**src/rtl/fact_mmio_pkg.sv**
```systemverilog
// Shared definitions for the factorial MMIO accelerator.
//   fact_state_t  : core FSM state encoding (IDLE/BUSY/DONE)
//   OFF_*         : register word offsets within the 16-byte window (Addr[3:2])
//   MAX_N_DEFAULT : largest n whose factorial fits in 32 bits
package fact_mmio_pkg;

  typedef enum logic [1:0] {
    IDLE = 2'd0,
    BUSY = 2'd1,
    DONE = 2'd2
  } fact_state_t;

  localparam logic [1:0] OFF_N    = 2'd0;
  localparam logic [1:0] OFF_GO   = 2'd1;
  localparam logic [1:0] OFF_STAT = 2'd2;
  localparam logic [1:0] OFF_RES  = 2'd3;

  localparam int unsigned MAX_N_DEFAULT = 12;

endpackage

```
**src/rtl/fact_core_fsm.sv**
```systemverilog
// Iterative factorial engine: cnt/prod datapath plus IDLE/BUSY/DONE FSM.
// Ports:
//   clk, rst   : clock, asynchronous active-high reset
//   start      : start request (ignored while busy)
//   n          : operand, sampled when a start is accepted
//   busy       : computation in progress
//   done, err  : completion status; err marks n > MAX_N
//   result     : last completed factorial (0 after an error)
//   finish     : combinational, high in the cycle whose edge raises done
module fact_core_fsm
  import fact_mmio_pkg::*;
#(
  parameter int unsigned MAX_N = MAX_N_DEFAULT
) (
  input  logic        clk,
  input  logic        rst,
  input  logic        start,
  input  logic [3:0]  n,
  output logic        busy,
  output logic        done,
  output logic        err,
  output logic        finish,
  output logic [31:0] result
);

  fact_state_t state;
  logic [3:0]  cnt;
  logic [31:0] prod;
  logic        accept;
  logic        too_big;

  assign accept  = start && (state != BUSY);
  assign too_big = 32'(n) > MAX_N;
  // Completion happens either on an error accept or on the last BUSY step.
  assign finish  = (accept && too_big) || ((state == BUSY) && (cnt <= 4'd1));

  always_ff @(posedge clk or posedge rst) begin
    if (rst) begin
      state  <= IDLE;
      cnt    <= '0;
      prod   <= 32'd1;
      result <= '0;
      done   <= 1'b0;
      err    <= 1'b0;
      busy   <= 1'b0;
    end else begin
      case (state)
        IDLE, DONE: begin
          if (start) begin
            if (too_big) begin
              err    <= 1'b1;
              done   <= 1'b1;
              result <= '0;
              state  <= DONE;
            end else begin
              cnt   <= n;
              prod  <= 32'd1;
              done  <= 1'b0;
              err   <= 1'b0;
              busy  <= 1'b1;
              state <= BUSY;
            end
          end
        end
        BUSY: begin
          if (cnt <= 4'd1) begin
            result <= prod;
            done   <= 1'b1;
            busy   <= 1'b0;
            state  <= DONE;
          end else begin
            prod <= prod * 32'(cnt);
            cnt  <= cnt - 4'd1;
          end
        end
        default: begin
          busy  <= 1'b0;
          state <= IDLE;
        end
      endcase
    end
  end

endmodule

```
**src/rtl/fact_mmio_unit.sv**
```systemverilog
// Memory-mapped factorial accelerator on the core's data-memory bus.
// Register window (16 bytes at BASE_ADDR, word offset Addr[3:2]):
//   0 N_REG  RW  bits[3:0] = n
//   1 GO     W bit0 = start, R {31'b0, busy}
//   2 STATUS RO  {30'b0, err, done}
//   3 RESULT RO
// Ports:
//   CLK, RST : clock, asynchronous active-high reset
//   Addr, WE, WD : MEM-stage byte address, write enable, write data
//   Hit      : combinational window decode
//   RD       : combinational read data, 0 outside the window
//   IRQ      : sticky done interrupt when FACT_MMIO_IRQ_EN is defined,
//              otherwise tied 0
module fact_mmio_unit
  import fact_mmio_pkg::*;
#(
  parameter logic [31:0] BASE_ADDR = 32'h0000_0800,
  parameter int unsigned MAX_N     = MAX_N_DEFAULT
) (
  input  logic        CLK,
  input  logic        RST,
  input  logic [31:0] Addr,
  input  logic        WE,
  input  logic [31:0] WD,
  output logic        Hit,
  output logic [31:0] RD,
  output logic        IRQ
);

  logic [3:0]  n_reg;
  logic [1:0]  off;
  logic        start;
  logic        busy;
  logic        done;
  logic        err;
  logic        finish;
  logic [31:0] result;

  assign Hit   = (Addr[31:4] == BASE_ADDR[31:4]);
  assign off   = Addr[3:2];
  assign start = WE && Hit && (off == OFF_GO) && WD[0];

  always_ff @(posedge CLK or posedge RST) begin
    if (RST) begin
      n_reg <= '0;
    end else if (WE && Hit && (off == OFF_N)) begin
      n_reg <= WD[3:0];
    end
  end

  fact_core_fsm #(
    .MAX_N (MAX_N)
  ) u_core (
    .clk    (CLK),
    .rst    (RST),
    .start  (start),
    .n      (n_reg),
    .busy   (busy),
    .done   (done),
    .err    (err),
    .finish (finish),
    .result (result)
  );

  always_comb begin
    RD = '0;
    if (Hit) begin
      case (off)
        OFF_N:    RD = {28'b0, n_reg};
        OFF_GO:   RD = {31'b0, busy};
        OFF_STAT: RD = {30'b0, err, done};
        OFF_RES:  RD = result;
        default:  RD = '0;
      endcase
    end
  end

`ifdef FACT_MMIO_IRQ_EN
  logic irq_q;
  logic stat_read;
  logic go_accept;

  assign stat_read = Hit && !WE && (off == OFF_STAT);
  assign go_accept = start && !busy;

  // Set wins over clear, so an error accept (which is also a GO) raises IRQ.
  always_ff @(posedge CLK or posedge RST) begin
    if (RST) begin
      irq_q <= 1'b0;
    end else if (finish) begin
      irq_q <= 1'b1;
    end else if (stat_read || go_accept) begin
      irq_q <= 1'b0;
    end
  end

  assign IRQ = irq_q;

  logic unused_bits;
  assign unused_bits = ^{Addr[1:0], WD[31:4]};
`else
  assign IRQ = 1'b0;

  logic unused_bits;
  assign unused_bits = ^{Addr[1:0], WD[31:4], finish};
`endif

endmodule
```
**config.mk**
```make
export PLATFORM = sky130hd
export DESIGN_NAME = fact_mmio_unit
export DESIGN_NICKNAME = d
export VERILOG_FILES = /design/src/rtl/fact_mmio_pkg.sv /design/src/rtl/fact_core_fsm.sv /design/src/rtl/fact_mmio_unit.sv
export SDC_FILE = /design/constraint.sdc
export NUM_CORES = 1
export LEC_CHECK = 0
export BUFFER_PORTS_ARGS = -buffer_cell sky130_fd_sc_hd__buf_4
export CAP_MARGIN = 20
export CORE_MARGIN = 4
export CORE_UTILIZATION = 40
export CTS_BUF_LIST = sky130_fd_sc_hd__clkbuf_4
export CTS_CLUSTER_SIZE = 12
export DETAILED_ROUTE_END_ITERATION = 8
export PLACE_DENSITY_LB_ADDON = 0.1
export SETUP_SLACK_MARGIN = 0.2
export SLEW_MARGIN = 20
export SYNTH_ARGS = -nofsm -noshare
export SYNTH_HDL_FRONTEND = slang
export SYNTH_SLANG_ARGS = --single-unit
```
**constraint.sdc**
```tcl
create_clock -name CLK -period 8.7 [get_ports CLK]
set_input_delay 1.305 -clock CLK [delete_from_list [all_inputs] [get_ports CLK]]
set_output_delay 1.305 -clock CLK [all_outputs]
set_load 0.01 [all_outputs]
```
==> reports/qor.yml, run 1 <==
outcome:
  status: "finished clean"
finish:
  finish.utilization_pct: 45.5
  area_growth_syn_to_layout_pct: 12.0
  share_of_cells_above_drive_strength_1_pct: 12.4
  reg_top3: "u_core.prod (32), u_core.result (32)"
  final_net_count: 1063
pwr:
  combinationalPowerShare_pct: 3.9
  total_leakage_power_nw: 4.34
  p_int_mw: 0.490
  power.density_nw_per_um2: 79.2
  worst_ir_drop_vdd_uv: 71.9
  power.share.sequential_pct: 55.2
  power.share.clock_pct: 40.8
  power.net_switching_mw: 0.158
  share_of_total_power_consumed_by_net_switching_pct: 24.4
  power_mw: 0.648
timing:
  finalHoldViolCount: 0
  timing.clock.skew_ps: 13.7
  worst-slew-pin-transition_ps: 998
  setup_repair_after_global_routing_missed_its_margin: "no"
  tns_ps: 0
  slew_headroom_pct: 33.5
  max_freq_ghz: 0.207
  finalHoldWorstSlack_ps: 491
  layout_setup_ws_ps: 3870
  finalMaxSlewViolations: 0
  finalCritPeriodShare_pct: 55.5
  finalSetupViolCount: 0
  final_critical_delay_including_setup_and_external_delays_ps: 4830
run:
  drv_cap: 0
global_route:
  grt_total_ovfl: 0
  track_usage_pct: 19.3
  grt_pass1_vias: 6049
  pin_count_of_the_biggest_net_entering_global_routing: 78
  grt_pass1_wl_mm: 31.5
  initial_antenna_violation_count: 1
die:
  rows: 49
  io_pins: 101
  fp.coreArea_sq_um: 18000
  fp.dieArea_sq_um: 20500
  die-height_um: 143
  die_span_x_um: 143
  initial_utilization_pct: 40.6
route:
  total_wirelength_mm: 18.6
  routed_wire_per_std_cell_um: 16.3
  drc_marker_count_from_the_first_detailed_route_iteration: 321
  via_per_inst: 5.25
  vias: 5985
  ant_nets: 0
  drt-pass1-iter-count: 5
  drc_errors: 0
synth:
  synth_async_sr_flop_share_pct: 100
  synth-warning-count: 0
  ys_seq_area_share_pct: 26.4
  yosysUniqueCellTypes: 64
  syn_nets: 1016
  synth.ff_latch_count: 77
  synthesis.area_per_instance_sq_um: 8.51
  synthesis.instances: 858
  synth_top_cell_area_share_pct: 26.0
  synth_most_common_cell: "inv_1"
  synth_area_leaders: "dfrtp_1 26%, fa_1 16%, and2_1 10%"
  postSynth.topFlopCell: "dfrtp_1"
  library_cell_with_the_largest_summed_area_after_synthesis: "dfrtp_1"
  synth.cells.most_frequent: "119 x inv_1, 118 x and2_1, 89 x nand2_1"
  synth_enable_flop_cells: 0
  syn_area_sq_um: 7300
placed_design:
  pre_cts_slack_ps: 3760
  port-buffer-count: 69
  finalWeightedCongestion: 0.888
  hpwl_mm: 13.7
clock_tree:
  cts_post_setup_buffers_inserted: 0
  cts_resized: 0
  clk_path_buf_depth: 2
  clock_tree_from_tritoncts: "yes"
  cts_htree_levels: 3
  clock_latency_ps: 480
  clk_pin_slew_ps: 130
  cts_buffers: 9
  cts_hold_repair.buffers: 0
  cts.sink_count: 77
  clock_root_buffer_master: "clkbuf_4"
worst_hold_path:
  min_path_type: "flip-flop to flip-flop"
worst_setup_path:
  critPathMaxFanout: 28
  worstPathRequired_ps: 7390
  worst-endpoint-arrival_ps: 3530
  setup.worst_path.class: "primary input to primary output"
  startpoint_type: "primary input"
  timing.critical_path.to_type: "primary output"
metrics by stage:
step	std cells	instance area (sq um)
2_1_floorplan	858	7300
3_3_place_gp	1123	8010
3_5_place_dp	1123	8010
4_1_cts	1138	8170
5_1_grt	1139	8180
6_report	1139	8180
final timing paths:
check	start	end	slack, ps	cells past startpoint
worst max-delay path	Addr[19]	RD[9]	3870	8
worst min-delay path	u_core.busy	u_core.busy	490	2
worst max register to register	u_core.cnt[3]	u_core.prod[27]	4490	14
worst min register to register	u_core.busy	u_core.busy	490	2
max in group asynchronous	RST	u_core.prod[15]	7190	3
min in group asynchronous	RST	n_reg[2]	1010	3
cells in the final DEF, fill, tap and decap left out, types with 3 or more instances in the layout:
| cell type | Yosys | final |
|---|---|---|
| dfrtp_1 | 76 | 76 |
| mux2_2 | 5 | 5 |
| o21a_1 | 4 | 4 |
| and3_1 | 6 | 6 |
| nor2_1 | 26 | 26 |
| nor2b_1 | 4 | 4 |
| xnor2_1 | 14 | 14 |
| nand4_1 | 5 | 5 |
| a22o_1 | 32 | 32 |
| nand2_1 | 89 | 89 |
| ha_1 | 34 | 34 |
| and2_1 | 118 | 118 |
| o21ai_1 | 8 | 8 |
| a31oi_1 | 6 | 6 |
| a211oi_1 | 5 | 5 |
| buf_4 | 2 | 77 |
| clkbuf_4 | 0 | 10 |
| xor2_1 | 11 | 11 |
| or3_1 | 4 | 4 |
| o21ai_0 | 50 | 50 |
| nor3_1 | 11 | 11 |
| fa_1 | 57 | 57 |
| nor4_1 | 11 | 10 |
| a21o_1 | 15 | 15 |
| nand3_1 | 27 | 27 |
| a21oi_1 | 32 | 31 |
| o21bai_1 | 3 | 3 |
| inv_1 | 119 | 118 |
power groups by stage:
stage | registers [mW] | logic (mW) | clock network, mW
4_1_cts | 0.358 | 0.0263 | 0.275
5_1_grt | 0.358 | 0.0289 | 0.290
6_report | 0.358 | 0.0254 | 0.265
3_5_place_dp | 0.365 | 0.0262 | 0
2_1_floorplan | 0.365 | 0.00893 | 0
3_3_place_gp | 0.365 | 0.0258 | 0
cells by family (layout without fill, tap and decap cells):
group           Yosys count  count (layout)  synth area share (%)
compound gates          178             178                  16.3
simple gates            315             315                  22.8
other cells               1               2                0.0514
fa+ha+maj                91              91                  21.5
buf+inv                 163             214                  8.62
mux                       8               8                  1.35
flops                    77              77                  26.4
xor+xnor                 25              25                  3.00
cell type report:
cell class,instances,area (sq um)
clock inverters,5,85.1
clock buffers,10,75.1
well taps,229,287
repair buffers,78,589
flip-flops and latches,77,1930
inverters,121,457
diodes,1,2.50
fillers,1846,9780
multi-input cells,618,4760
critical path, stage by stage:
cell and delay [ps]:
buf_4 110, nor4_1 270, nand3_1 200, or2_1 370, inv_2 80, and3_1 820
and2_1 240, buf_4 130
routing by layer:
metal / global-route usage (%) / wire (um) / vias to the layer above
met4: 5.95 / 364 / 0
met1: 27.4 / 9220 / 2941
li1: - / - / 2931
met3: 2.48 / 581 / 22
met5: 0 / 0 / -
met2: 30.8 / 8460 / 91
No activity file was read; power rests on OpenSTA's default activity.
==> run 2, diff against run 1 <==
- clock period: 8.7 -> 4.6 ns (I/O delays scaled with it)
==> run 2 against run 1 <==
  * Clock-buffer cell count unchanged
  * Register-to-register slack worse by 4000 ps
  * Combinational power up 91%
  * Sequential share of layout area up 0.089 points
  * Final area down 0.18%
  * First-iteration DRC count up 45%
  * Hold slack worse by 150 ps
  * Sequential cell count unchanged
  * Non-clock buffer count up 4
  * Clock power up 49%
==> reports/qor.yml, run 2 (synthesized netlist as in run 1, its figures left out) <==
placed_design:
  dp.cells: 1127  # was 1123
  port-buffer-count: 69  # unchanged
  finalWeightedCongestion: 0.862  # was 0.888
  hpwl_mm: 14.0  # was 13.7 mm
pwr:
  power.share.clock_pct: 35.3  # was 40.8%
  worst_ir_drop_vdd_uv: 111  # was 71.9 uV
  combinationalPowerShare_pct: 4.3  # was 3.9%
  total_leakage_power_nw: 4.34  # about the same
  share_of_total_power_consumed_by_net_switching_pct: 27.1  # was 24.4%
  power.share.sequential_pct: 60.3  # was 55.2%
  p_int_mw: 0.818  # was 0.490 mW
  power.net_switching_mw: 0.304  # was 0.158 mW
  power.density_nw_per_um2: 137  # was 79.2 nW/um^2
  power_mw: 1.12  # was 0.648 mW
timing:
  slew_headroom_pct: 39.9  # was 33.5%
  finalSetupViolCount: 0  # unchanged
  finalMaxSlewViolations: 0  # unchanged
  timing.clock.skew_ps: 21.3  # was 13.7 ps
  final_critical_delay_including_setup_and_external_delays_ps: 4090
  max_freq_ghz: 0.245
  finalCritPeriodShare_pct: 88.8
  tns_ps: 0  # unchanged
  finalHoldViolCount: 0  # unchanged
  worst-slew-pin-transition_ps: 901  # was 998 ps
  setup_repair_after_global_routing_missed_its_margin: "no"  # unchanged
finish:
  final_cell_count_no_fill: 1144  # was 1139
  final_net_count: 1067  # was 1063
  reg_top3: "u_core.prod (32), u_core.result (32)"  # unchanged
  area_growth_syn_to_layout_pct: 11.8  # was 12.0%
  share_of_cells_above_drive_strength_1_pct: 13.0  # was 12.4%
  mostFrequentLayoutCells: "118 x inv_1, 118 x and2_1, 89 x nand2_1"  # unchanged
route:
  drc_marker_count_from_the_first_detailed_route_iteration: 467  # was 321
  total_wirelength_mm: 19.0  # was 18.6 mm
  drt-pass1-iter-count: 5  # unchanged
  via_per_inst: 5.28  # was 5.25
  routed_wire_per_std_cell_um: 16.6  # was 16.3 um
  vias: 6043  # was 5985
  drc_errors: 0  # unchanged
  ant_nets: 0  # unchanged
clock_tree:
  clock_root_buffer_master: "clkbuf_4"  # unchanged
  cts.sink_count: 77  # unchanged
  clk_path_buf_depth: 2  # unchanged
  cts_post_setup_buffers_inserted: 0  # unchanged
  clock_latency_ps: 460  # was 480 ps
  cts_htree_levels: 3  # unchanged
  clk_pin_slew_ps: 150  # was 130 ps
  cts_buffers: 9  # unchanged
  clock_tree_from_tritoncts: "yes"  # unchanged
die:
  io_pins: 101  # unchanged
  rows: 49  # unchanged
  initial_utilization_pct: 40.6  # unchanged
  fp.coreArea_sq_um: 18000  # unchanged
  fp.dieArea_sq_um: 20500  # unchanged
  die_span_x_um: 143  # unchanged
  die-height_um: 143  # unchanged
worst_setup_path:
  regToRegStartpoint: "u_core.cnt[3]"  # unchanged
  timing.critical_path.to_type: "flip-flop"  # was primary output
  startpoint: "u_core.cnt[3]"  # was Addr[19]
  setup.worst_path.class: "flip-flop to flip-flop"  # was primary input to primary output
  startpoint_type: "flip-flop"  # was primary input
  critPathMaxFanout: 19  # was 28
  worstPathRequired_ps: 4960  # was 7390 ps
  worst-endpoint-arrival_ps: 4450  # was 3530 ps
global_route:
  initial_antenna_violation_count: 1  # unchanged
  grt_total_ovfl: 0  # unchanged
  grt_pass1_vias: 6176  # was 6049
  pin_count_of_the_biggest_net_entering_global_routing: 53  # was 78
  track_usage_pct: 19.5  # was 19.3%
  grt_pass1_wl_mm: 32.0  # was 31.5 mm
run:
  drv_cap: 0  # unchanged
outcome:
  status: "finished clean"  # unchanged
worst_hold_path:
  min_path_type: "primary input to async pin"  # was flip-flop to flip-flop
[run 2: cell type report]
class                      count  area, sq um
fill                        1844         9800
antenna                        1         2.50
multi-input combinational    618         4760
inverter                     121          458
sequential                    77         1930
clock buffer                  10         75.1
timing repair buffer          82          616
tap                          229          287
clock inverter                 6         38.8
[run 2: what timing repair did]
item / in CTS / in global routing
endpoints found under the setup margin: 0 / 7
resized for setup: 0 / 3
hold buffers: 0 / 0
[run 2: path summary, 6_finish.rpt]
kind / end / slack [ps] / cells after the start
setup / recovery: u_core.prod[27] / 510 / 14
hold reg to reg: u_core.busy / 500 / 2
min in group CLK: n_reg[1] / 460 / 2
max in group asynchronous: u_core.prod[2] / 3430 / 3
hold / removal: u_core.result[23] / 340 / 2
setup reg to reg: u_core.prod[27] / 510 / 14
[run 2: per-layer routing]
| metal | wire (um) | track usage (%) | vias up |
|---|---|---|---|
| li1 | - | - | 2941 |
| met1 | 9450 | 28.5 | 2998 |
| met4 | 216 | 4.20 | 0 |
| met3 | 653 | 2.55 | 14 |
| met5 | 0 | 0 | - |
| met2 | 8720 | 31.2 | 90 |
[run 2: worst max-delay path, stage by stage (launching register included)]
cell and delay, ps:
dfrtp_2 560, buf_4 260, and2_1 180, fa_1 530, inv_1 50, fa_1 530
inv_1 40, ha_1 350, a21o_1 190, o21bai_1 170, a21oi_1 210, o22ai_1 120
a31o_1 210, or3_1 310, a32o_1 250
[run 2: power by group through the flow]
stage | sequential, mW | clock (mW) | combinational (mW)
6_report | 0.677 | 0.396 | 0.0484
5_1_grt | 0.677 | 0.441 | 0.0546
4_1_cts | 0.677 | 0.414 | 0.0496
3_5_place_dp | 0.690 | 0 | 0.0495
3_3_place_gp | 0.690 | 0 | 0.0490
2_1_floorplan | 0.690 | 0 | 0.0169
[run 2: stage by stage]
stage               cell area, sq um  utilization (%)  setup WS [ps]  hold WS [ps]
detailed placement              8040             44.8            406           471
global route                    8160             45.4            256           357
finish                          8160             45.4            513           338
floorplan                       7300                -            846           441
CTS                             8160             45.4            371           416
global placement                8040             44.8            431           461
==> run 3, diff against run 2 <==
- ABC_AREA: not set -> 1
- CELL_PAD_IN_SITES_DETAIL_PLACEMENT: not set -> 1
- CELL_PAD_IN_SITES_GLOBAL_PLACEMENT: not set -> 2
- CORE_UTILIZATION: 40 -> 33
==> run 3 against run 2 <==
  * Sequential cell count stayed put
  * Synthesized area is 16% higher
  * Clock-buffer cell count unchanged
  * Critical path type unchanged
  * Hold slack improved by 52 ps
  * First-iteration DRC count is 7.1% lower
  * Global-route usage hardly changed
  * Clock power rose by 8.8%
  * Combinational power up 6.8%
  * Largest cell class unchanged
==> reports/qor.yml, run 3 <==
outcome:
  status: "finished clean"  # unchanged
clock_tree:
  clock_root_buffer_master: "clkbuf_4"  # unchanged
  clock_tree_from_tritoncts: "yes"  # unchanged
  cts_resized: 0  # unchanged
  cts_hold_repair.buffers: 0  # unchanged
  clk_path_buf_depth: 2  # unchanged
  clock_latency_ps: 470  # was 460 ps
  cts.sink_count: 77  # unchanged
  cts_buffers: 9  # unchanged
  cts_post_setup_buffers_inserted: 0  # unchanged
  clk_pin_slew_ps: 130  # was 150 ps
  cts_htree_levels: 3  # unchanged
timing:
  tns_ps: 0  # unchanged
  finalCritPeriodShare_pct: 86.0  # was 88.8%
  setup_repair_after_global_routing_missed_its_margin: "no"  # unchanged
  finalHoldWorstSlack_ps: 390  # was 338 ps
  worst-slew-pin-transition_ps: 897  # was 901 ps
  finalMaxSlewViolations: 0  # unchanged
  finalSetupViolCount: 0  # unchanged
  max_freq_ghz: 0.253  # was 0.245 GHz
  timing.clock.skew_ps: 24.6  # was 21.3 ps
  slew_headroom_pct: 40.2  # was 39.9%
  final_critical_delay_including_setup_and_external_delays_ps: 3960  # was 4090 ps
  finalHoldViolCount: 0  # unchanged
worst_setup_path:
  worst-endpoint-arrival_ps: 4310  # was 4450 ps
  crit_family: "adder cells"  # unchanged
  critPathMaxFanout: 22  # was 19
  critPathBufInv: 1  # was 3
  crit_path_max_incr_delay_ps: 940  # was 560 ps
  startpoint_type: "flip-flop"  # unchanged
  timing.critical_path.to_type: "flip-flop"  # unchanged
  crit_chain: "nand2_1 > fa_1 > fa_1 > inv_1 > fa_1 > nand3_1 > nand3_1 > nand2_1 > nand2_1 > nand2_1 > nand2_1 > xor2_1 > nand2_1 > nand2_1"  # was buf_4 > and2_1 > fa_1 > inv_1 > fa_1 > inv_1 > ha_1 > a21o_1 > o21bai_1 > a21oi_1 > o22ai_1 > a31o_1 > or3_1 > a32o_1
  cp_common_cell: "nand2_1"
  worstPathRequired_ps: 4950  # was 4960 ps
  setup.worst_path.class: "flip-flop to flip-flop"  # unchanged
  critPathSlowestCell: "dfrtp_1"  # was dfrtp_2
worst_hold_path:
  min_path_type: "primary input to async pin"  # unchanged
placed_design:
  dpl_cell_area_sq_um: 9300  # was 8040 sq um
  port-buffer-count: 69  # unchanged
  finalWeightedCongestion: 0.816  # was 0.862
  hpwl_mm: 21.2  # was 14.0 mm
global_route:
  initial_antenna_violation_count: 1  # unchanged
  track_usage_pct: 19.5  # about the same
  grt_pass1_vias: 8339  # was 6176
  grt_total_ovfl: 0  # unchanged
  pin_count_of_the_biggest_net_entering_global_routing: 67  # was 53
  grt_pass1_wl_mm: 44.9  # was 32.0 mm
synth:
  syn_nets: 1512  # was 1016
  synth_async_sr_flop_share_pct: 100  # unchanged
  synth_area_leaders: "nand2_1 23%, dfrtp_1 22%, inv_1 14%"  # was dfrtp_1 26%, fa_1 16%, and2_1 10%
  yosysUniqueCellTypes: 40  # was 64
  synthesis.instances: 1354  # was 858
  synth_top_cell_area_share_pct: 23.1  # was 26.0%
  synth.cells.most_frequent: "522 x nand2_1, 314 x inv_1, 97 x nor2_1"  # was 119 x inv_1, 118 x and2_1, 89 x nand2_1
  synth_most_common_cell: "nand2_1"  # was inv_1
  synth_enable_flop_cells: 0  # unchanged
  postSynth.topFlopCell: "dfrtp_1"  # unchanged
  library_cell_with_the_largest_summed_area_after_synthesis: "nand2_1"  # was dfrtp_1
  ys_seq_area_share_pct: 22.7  # was 26.4%
  synth-warning-count: 0  # unchanged
  syn_area_sq_um: 8490  # was 7300 sq um
  synth.ff_latch_count: 77  # unchanged
  synthesis.area_per_instance_sq_um: 6.27  # was 8.51 sq um
die:
  initial_utilization_pct: 33.6  # was 40.6%
  rows: 58  # was 49
  io_pins: 101  # unchanged
  die_span_x_um: 168  # was 143 um
  fp.coreArea_sq_um: 25300  # was 18000 sq um
  die-height_um: 168  # was 143 um
  fp.dieArea_sq_um: 28400  # was 20500 sq um
pwr:
  worst_ir_drop_vdd_uv: 101  # was 111 uV
  power.share.sequential_pct: 58.4  # was 60.3%
  power.net_switching_mw: 0.294  # was 0.304 mW
  p_int_mw: 0.866  # was 0.818 mW
  power_mw: 1.16  # was 1.12 mW
  total_leakage_power_nw: 5.64  # was 4.34 nW
  combinationalPowerShare_pct: 4.5  # was 4.3%
  share_of_total_power_consumed_by_net_switching_pct: 25.3  # was 27.1%
  power.share.clock_pct: 37.2  # was 35.3%
  power.density_nw_per_um2: 123  # was 137 nW/um^2
route:
  drc_errors: 0  # unchanged
  total_wirelength_mm: 26.5  # was 19.0 mm
  drt-pass1-iter-count: 4  # was 5
  vias: 8018  # was 6043
  ant_nets: 0  # unchanged
  drc_marker_count_from_the_first_detailed_route_iteration: 434  # was 467
  routed_wire_per_std_cell_um: 15.3  # was 16.6 um
  via_per_inst: 4.62  # was 5.28
finish:
  final_common_cell: "nand2_1"
  share_of_cells_above_drive_strength_1_pct: 9.54  # was 13.0%
  postLayoutCellArea_sq_um: 9430  # was 8160 sq um
  finish.utilization_pct: 37.3  # was 45.4%
  reg_top3: "u_core.prod (32), u_core.result (32)"  # unchanged
  area_growth_syn_to_layout_pct: 11.1  # was 11.8%
  final_net_count: 1560  # was 1067
  mostFrequentLayoutCells: "522 x nand2_1, 313 x inv_1, 97 x nor2_1"  # was 118 x inv_1, 118 x and2_1, 89 x nand2_1
  nFillCells: 3389  # was 1844
run:
  drv_cap: 0  # unchanged
-- run 3: cell count changes after synthesis, moves of 13 or more --
cell	before	now
nand3_1	27	63
o21ai_0	50	17
inv_1	119	314
o21ai_2	0	15
nand4_1	5	21
a22o_1	32	0
nand2_1	89	522
a21o_1	15	2
nor2_1	26	97
and2_1	118	4
-- run 3: final timing paths --
| kind | start | endpoint | slack (ps) | cells past startpoint |
|---|---|---|---|---|
| worst min register to register | u_core.result[14] | u_core.result[14] | 500 | 2 |
| worst min-delay path | RST | u_core.result[26] | 390 | 2 |
| max in group asynchronous | RST | u_core.prod[0] | 3250 | 3 |
| min in group CLK | WD[2] | n_reg[2] | 490 | 3 |
| worst max register to register | u_core.cnt[1] | u_core.prod[18] | 640 | 14 |
| worst max-delay path | u_core.cnt[1] | u_core.prod[18] | 640 | 14 |
-- run 3: layer usage --
| layer | part of all wire, % | vias to the layer above | GRT usage, % |
|---|---|---|---|
| met2 | 42 | 84 | 29.6 |
| met3 | 2.7 | 9 | 1.62 |
| met1 | 55 | 3857 | 30.6 |
| met5 | 0 | - | 0 |
| li1 | - | 4068 | - |
| met4 | 0.67 | 0 | 3.18 |
-- run 3: area by class of cell --
cell class	count	area [sq um]	share of cell area (%)
antenna	1	2.50	0.0265
clock buffer	10	75.1	0.796
clock inverter	4	51.3	0.544
inverter	319	1200	12.7
multi-input combinational	917	5160	54.8
sequential	77	1930	20.4
tap	330	413	4.38
timing repair buffer	78	598	6.34
-- run 3: cell families after synthesis --
group | after synthesis | share of synthesized area, %
flip-flops | 77 | 22.7
XOR/XNOR | 6 | 0.619
adder cells (fa/ha/maj) | 91 | 18.5
buffers and inverters | 360 | 16.5
AND/OR/NAND/NOR | 739 | 36.0
other | 1 | 0.0442
AO/OA/AOI/OAI | 80 | 5.66
-- run 3: through the flow --
stage	cells	setup slack [ps]
3_5_place_dp	1721	622
3_3_place_gp	1721	666
4_1_cts	1735	589
6_report	1736	644
2_1_floorplan	1354	981
5_1_grt	1736	298
-- run 3: power by group through the flow --
stage          sequential [mW]  clock, mW  combinational, mW
2_1_floorplan            0.690          0             0.0213
3_3_place_gp             0.690          0             0.0530
3_5_place_dp             0.690          0             0.0538
4_1_cts                  0.677      0.454             0.0539
5_1_grt                  0.677      0.479             0.0599
6_report                 0.677      0.431             0.0517
